==> src/rtl/dac_tx_pkg.sv <==
// dac_tx_pkg: shared state encoding and width helper for the DAC SPI frame transmitter
package dac_tx_pkg;
  typedef enum logic [2:0] {IDLE, LEAD, SHIFT, TRAIL, GAP} state_t;
  function automatic int clog2_min1(input int n);
    return (n <= 2) ? 1 : $clog2(n);
  endfunction
endpackage

==> src/rtl/dac_sclk_tick.sv <==
// dac_sclk_tick: one-cycle tick every SCLK_HALF cycles while enabled, counter cleared when idle
module dac_sclk_tick
  import dac_tx_pkg::*;
#(
  parameter int SCLK_HALF = 1
) (
  input  logic sys_clk,
  input  logic rst,
  input  logic en,
  output logic tick
);
  localparam int HW = clog2_min1(SCLK_HALF + 1);
  logic [HW-1:0] cnt;
  assign tick = en && cnt == HW'(SCLK_HALF - 1);
  always_ff @(posedge sys_clk)
    cnt <= (rst || !en || tick) ? '0 : cnt + 1'b1;
endmodule

==> src/rtl/dac_frame_tx.sv <==
// dac_frame_tx: buffers one sample word and serializes it MSB first onto a mode-0 SPI link
module dac_frame_tx
  import dac_tx_pkg::*;
#(
  parameter int WORD_WIDTH = 16,
  parameter int SCLK_HALF  = 1,
  parameter int CSB_GAP    = 2
) (
  input  logic                  sys_clk,
  input  logic                  rst,
  input  logic                  in_valid,
  input  logic [WORD_WIDTH-1:0] in_data,
  output logic                  in_ready,
  output logic                  busy,
  output logic                  overrun,
  output logic                  sclk,
  output logic                  mosi,
  output logic                  csb
);
  localparam int BW = clog2_min1(WORD_WIDTH);
  localparam int GW = clog2_min1(CSB_GAP + 1);
  state_t state, state_n;
  logic [WORD_WIDTH-1:0] sr, sr_n, hold;
  logic [BW-1:0] bit_cnt, bit_n;
  logic [GW-1:0] gap_cnt, gap_n;
  logic ph, ph_n, full, load, accept, active, tick;
  assign in_ready = !full && !rst;
  assign accept   = in_valid && in_ready;
  assign busy     = state != IDLE || full;
  assign active   = state == LEAD || state == SHIFT || state == TRAIL;
  dac_sclk_tick #(.SCLK_HALF(SCLK_HALF)) u_tick (
    .sys_clk(sys_clk),
    .rst(rst),
    .en(active),
    .tick(tick)
  );
  // ph is the internal sclk level; the shift register advances on its falling transition
  always_comb begin
    state_n = state;
    sr_n = sr;
    bit_n = bit_cnt;
    ph_n = ph;
    gap_n = '0;
    load = 1'b0;
    unique case (state)
      IDLE: if (full) begin
        load = 1'b1;
        sr_n = hold;
        bit_n = BW'(WORD_WIDTH - 1);
        state_n = LEAD;
      end
      LEAD: if (tick) begin
        ph_n = 1'b1;
        state_n = SHIFT;
      end
      SHIFT: if (tick) begin
        if (ph) begin
          ph_n = 1'b0;
          if (bit_cnt != '0) sr_n = sr << 1;
        end else if (bit_cnt == '0) state_n = TRAIL;
        else begin
          ph_n = 1'b1;
          bit_n = bit_cnt - 1'b1;
        end
      end
      TRAIL: if (tick) state_n = GAP;
      GAP: begin
        gap_n = gap_cnt + 1'b1;
        if (gap_cnt == GW'(CSB_GAP - 1)) state_n = IDLE;
      end
      default: state_n = IDLE;
    endcase
  end
  // outputs are registered from the current state, so every phase is seen one cycle later on the pins
  always_ff @(posedge sys_clk) begin
    sr <= sr_n;
    bit_cnt <= bit_n;
    gap_cnt <= gap_n;
    if (accept) hold <= in_data;
    if (rst) begin
      state <= IDLE;
      ph <= 1'b0;
      full <= 1'b0;
      overrun <= 1'b0;
      csb <= 1'b1;
      sclk <= 1'b0;
      mosi <= 1'b0;
    end else begin
      state <= state_n;
      ph <= ph_n;
      full <= accept || (full && !load);
      overrun <= overrun || (in_valid && !in_ready);
      csb <= !active;
      sclk <= ph && state == SHIFT;
      mosi <= active && sr[WORD_WIDTH-1];
    end
  end
endmodule
==> config.mk <==
export PLATFORM = sky130hd
export DESIGN_NAME = dac_frame_tx
export DESIGN_NICKNAME = d
export VERILOG_FILES = /design/src/rtl/dac_tx_pkg.sv /design/src/rtl/dac_sclk_tick.sv /design/src/rtl/dac_frame_tx.sv
export SDC_FILE = /design/constraint.sdc
export NUM_CORES = 1
export LEC_CHECK = 0
export CORE_MARGIN = 1
export CORE_UTILIZATION = 41
export CTS_BUF_LIST = sky130_fd_sc_hd__clkbuf_4 sky130_fd_sc_hd__clkbuf_8
export CTS_CLUSTER_DIAMETER = 150
export DETAILED_ROUTE_END_ITERATION = 12
export HOLD_SLACK_MARGIN = 0.15
export MAX_ROUTING_LAYER = met4
export PLACE_DENSITY_LB_ADDON = 0.05
export SYNTH_ARGS = -nofsm -noshare
export SYNTH_HDL_FRONTEND = slang
export SYNTH_SLANG_ARGS = --single-unit
export TNS_END_PERCENT = 100
==> constraint.sdc <==
create_clock -name sys_clk -period 3.46 [get_ports sys_clk]
set_clock_uncertainty 0.15 [all_clocks]
set_input_delay 0.865 -clock sys_clk [delete_from_list [all_inputs] [get_ports sys_clk]]
set_output_delay 0.865 -clock sys_clk [all_outputs]
set_load 0.02 [all_outputs]
======== Word-level counts from Yosys, hierarchy flattened ========
Cells that the tools add are included.
W data, S select, Z words.
storage, ports and cells
  bits in registers ....................... 48
  input bits .............................. 19
  output and inout port bits .............. 6
  logic and storage cells ................. 85
operators by class
  add/sub/neg operators ................... 3
  eq/ne operators ......................... 15
  muxes and demuxes ....................... 25
  bitwise operators ....................... 1
  reduce and logical (&&, ||, !) cells .... 29
operator list
  operator               count
  $mux W16               4
  $pmux W16 S2           1
  $mux W3                7
  $mux W4                4
  $pmux W3 S5            1
  $ne A2 B2 Y1 const B   7
  $reduce_and A5 Y1      2
  $pmux W4 S2            1
  $logic_and A1 B1 Y1    7
  $logic_or A1 B1 Y1     7
  $reduce_and A7 Y1      1
  $eq A3 B2 Y1 const B   2
  $mux W1                6
  $ne A2 B1 Y1 const B   3
  $logic_not A1 Y1       5
  $logic_not A4 Y1       1
  $reduce_bool A2 Y1     2
  $reduce_bool A4 Y1     1
  $sub A4 B1 Y4 const B  1
  $eq A3 B1 Y1 const B   1
  $eq A3 B3 Y1 const B   1
  $logic_not A3 Y1       1
  $reduce_and A3 Y1      1
  $reduce_bool A3 Y1     1
  5 further kinds        5

======== Longest topological paths before layout ========
  depth in word-level cells ............... 6
  gate-level depth with buffers ........... 5
  depth with buffers taken out ............ 5

======== Cells and area by module ========
Synthesis repeated with hierarchy kept, for this count alone.
second synthesis, totals
  cells, all modules ...................... 125
  area total of the unflattened synthesis .. 1866.8 µm²
by module, submodules not included
  module         instances  cells an instance  area each (µm²)
  dac_frame_tx   1          122                1829.3
  dac_sclk_tick  1          3                  37.5

======== Worst setup path before layout ========
No wires, ideal clock.
  path type ............................... reg2reg
  start point ............................. register bit_cnt[0]
  end point ............................... register sr[0] (enable)
  library setup time ...................... 0.409 ns
  arrival ................................. 2.005 ns
  required time ........................... 2.901 ns
  slack ................................... 0.896 ns
  cell stages (with the launch flop) ...... 6
  clock period less this slack ............ 2.564 ns
  path through ............................ edfxtp_1 inv_1 ha_1 or3b_2 a31oi_1 nor3_1
on the way
  cells in the longest elaborated chain, start to end .. 3
ends and longest elaborated chain
  element                             line                text
  start: declaration                  dac_frame_tx.sv:24  logic [BW-1:0] bit_cnt, bit_n;
  start signal: assignment            dac_frame_tx.sv:77  bit_cnt <= bit_n;
  $reduce_bool A4 Y1                  dac_frame_tx.sv:59  if (bit_cnt != '0) sr_n = sr << 1;
  $ne A2 B2 Y1 (no source line)       n/a
  $reduce_and A5 Y1 (no source line)  n/a
  end signal: assignment              dac_frame_tx.sv:76  sr <= sr_n;
  end: declaration                    dac_frame_tx.sv:23  logic [WORD_WIDTH-1:0] sr, sr_n, hold;
No other way between the ends.
A chain may end at the register's enable or synchronous reset.

======== Final worst setup path ========
  start point ............................. input rst
  end point ............................... output in_ready
on the way
  cells in the longest elaborated chain, start to end .. 2
ends and longest elaborated chain
  element              line                text
  start: declaration   dac_frame_tx.sv:10  input logic rst,
  $logic_not A1 Y1     dac_frame_tx.sv:27  assign in_ready = !full && !rst;
  $logic_and A1 B1 Y1  dac_frame_tx.sv:27
  end: declaration     dac_frame_tx.sv:13  output logic in_ready,
No other way between the ends.

==> impl_metrics.toml <==
[placement]
place_congestion = 0.783
dpl-instance-area_mm2 = 0.00219
port_buffers = 24
place_inst = 195
dp_hpwl_um = 1720

[finish]
nNetsFinal = 171
area_growth_pct = 20.0
fin_util = 0.520
drive_above_1_share = 0.179
antennaDiodeCount = 0
stdcell_count = 203
final_area_mm2 = 0.00230

[cts]
clockBufferDepth = 2
postCtsResizedCells = 0
cts_buffers = 5
cts.sinks = 48
cts_tree = "built"
cts.clk_slew.worst_paths_ns = 0.08
htreeDepth = 2
hold_buffers = 0
root_buffer = "clkbuf_8"
cts_setup_buffers = 0
clk_latency_ns = 0.29

[detailed_routing]
ant_nets = 0
vias = 987
routed_via_density = 4.86
firstDrtPassIters = 4
drtIter0Drc = 49
avgRoutedWirePerCell_um = 13.4
drc = 0
drt-total-wl_um = 2720

[die]
fp.dieW_um = 70.3
row_count = 24
die_area_mm2 = 0.00495
start_util = 0.434
io_pins = 25
core_area_mm2 = 0.00441
fp.dieH_um = 70.3

[timing]
min_period_ns = 3.05
rsz0062_at_grt = "false"
slew_headroom = 0.485
max_freq_mhz = 328
min_period_over_period = 0.881
hold_viol_final = 0
fin_setup_tns_ns = 0
finalMaxSlewViolations = 0
setup_violations = 0
tightest_slew_ns = 0.773

[synth]
synth_warnings = 0
ys_seq_area_frac = 0.690
syn_inst = 122
synth-seq-cells = 48
syn_area_per_cell_um2 = 15.7
yosysUniqueCellTypes = 31
syn_nets = 143
synth_area_mm2 = 0.00191

[critical_path]
crit_type = "input pin to output pin"
cp-end-kind = "output pin"
crit_fanout = 2
startpoint_type = "input pin"
worstPathArrival_ns = 2.03
worstPathRequired_ns = 2.44

[power_and_ir_drop]
power.density_mw_per_mm2 = 513
ir_worst_vdd_v = 0.000299
power_leakage_nw = 0.822

[outcome]
status = "finished clean"

[run]
maxCapViolCount = 0

[grt]
grt_pass1_vias = 930
grt_overflow = 0
grt_usage = 0.128
grt_max_degree = 23
grt_pass1_wl_um = 4550
antenna_found_initial = 0

[worst_hold_path]
hp-class = "flip-flop to flip-flop"
[registers in the layout, indices dropped and copies added, names as in the netlist]
| name | cells |
|---|---|
| u_tick.cnt | 1 |
| gap_cnt | 2 |
| csb | 1 |
| overrun | 1 |
| full | 1 |
| hold | 16 |
| mosi | 1 |
| bit_cnt | 4 |
| ph | 1 |
| sr | 16 |
| state | 3 |
| sclk | 1 |
[critical path, stage by stage]
cell and delay (ns):
clkdlybuf4s50_1 0.42, nor2_1 0.13, clkdlybuf4s50_1 0.61
[layer usage]
metal / GRT usage / up-vias / part of all wire
met2: 0.181 / 18 / 0.44
met3: 0.0519 / 7 / 0.035
met5: - / - / 0
li1: - / 493 / -
met4: 0.0600 / 0 / 0.021
met1: 0.159 / 469 / 0.50
[area by class of cell]
class / count / area, um2
clock buffers: 5 / 68.8
clock inverters: 3 / 37.5
fillers: 377 / 2120
inverters: 4 / 15.0
multi-input cells: 64 / 527
flip-flops and latches: 48 / 1320
well taps: 52 / 65.1
repair buffers: 27 / 263
[cells in the mapped netlist, drive strengths merged]
library cell,instances,area (um2)
nor4,1,6.26
nor2b,4,25.0
a21oi,3,15.0
o2111a,1,11.3
edfxtp,36,1080
nand2b,1,6.26
or3b,2,17.5
xnor2,3,26.3
ha,2,25.0
a211oi,2,15.0
buf,5,52.6
nor2,9,33.8
and2b,1,7.51
nand2,4,15.0
clkbuf,1,3.75
dfxtp,12,240
nor3b,3,33.8
a31oi,1,6.26
and3b,1,8.76
and2,1,6.26
inv,4,15.0
o21ai,1,5.00
mux2,15,206
xor2,1,8.76
nor3,6,30.0
a2bb2oi,1,8.76
conb,1,3.75
[layout by cell type, fill, tap and decap left out, types with 4 or more instances in the layout]
| cell | synthesis | routed |
|---|---|---|
| edfxtp_1 | 36 | 36 |
| clkdlybuf4s50_1 | 0 | 24 |
| dfxtp_1 | 12 | 12 |
| mux2_4 | 10 | 10 |
| nor2_1 | 9 | 9 |
| mux2_2 | 5 | 5 |
| nor3_1 | 6 | 5 |
| clkbuf_8 | 0 | 5 |
| inv_1 | 4 | 4 |
| nor2b_1 | 4 | 4 |
| nand2_1 | 4 | 4 |
[cells by family (layout without fill, tap and decap cells)]
kind of cell               count (synthesis)  in the layout  share of synthesized area
other                                      1              1                    0.00196
adders and majority gates                  2              2                     0.0131
xor gates and xnor gates                   4              4                     0.0183
AOI/OAI and AO/OA                          9              9                     0.0320
DFF                                       48             48                      0.690
muxes                                     15             15                      0.108
buffers and inverters                     10             39                     0.0373
and+or+nand+nor                           33             33                     0.0994
[final timing paths]
kind	startpoint	end	slack (ns)	cells after the start
max	rst	in_ready	0.41	3
min	gap_cnt[0]$_SDFF_PP0_	gap_cnt[0]$_SDFF_PP0_	0.28	1
max reg2reg	bit_cnt[0]$_SDFFCE_PN1P_	sr[13]$_DFFE_PP_	1.39	6
min reg2reg	gap_cnt[0]$_SDFF_PP0_	gap_cnt[0]$_SDFF_PP0_	0.28	1
[power by group]
| group | internal, mW | switching [mW] | total, mW |
|---|---|---|---|
| Sequential | 0.660 | 0.0182 | 0.678 |
| Combinational | 0.0651 | 0.0539 | 0.119 |
| Clock | 0.210 | 0.172 | 0.382 |
| Total | 0.935 | 0.244 | 1.18 |
[through the flow]
stage	total power, mW	hold WS [ns]	setup WS [ns]
6_report	1.18	0.276	0.413
2_1_floorplan	0.764	0.249	0.896
3_3_place_gp	0.808	0.258	0.433
5_1_grt	1.23	0.312	0.376
3_5_place_dp	0.811	0.267	0.407
4_1_cts	1.19	0.279	0.402
No activity file was read; power rests on OpenSTA's default activity.
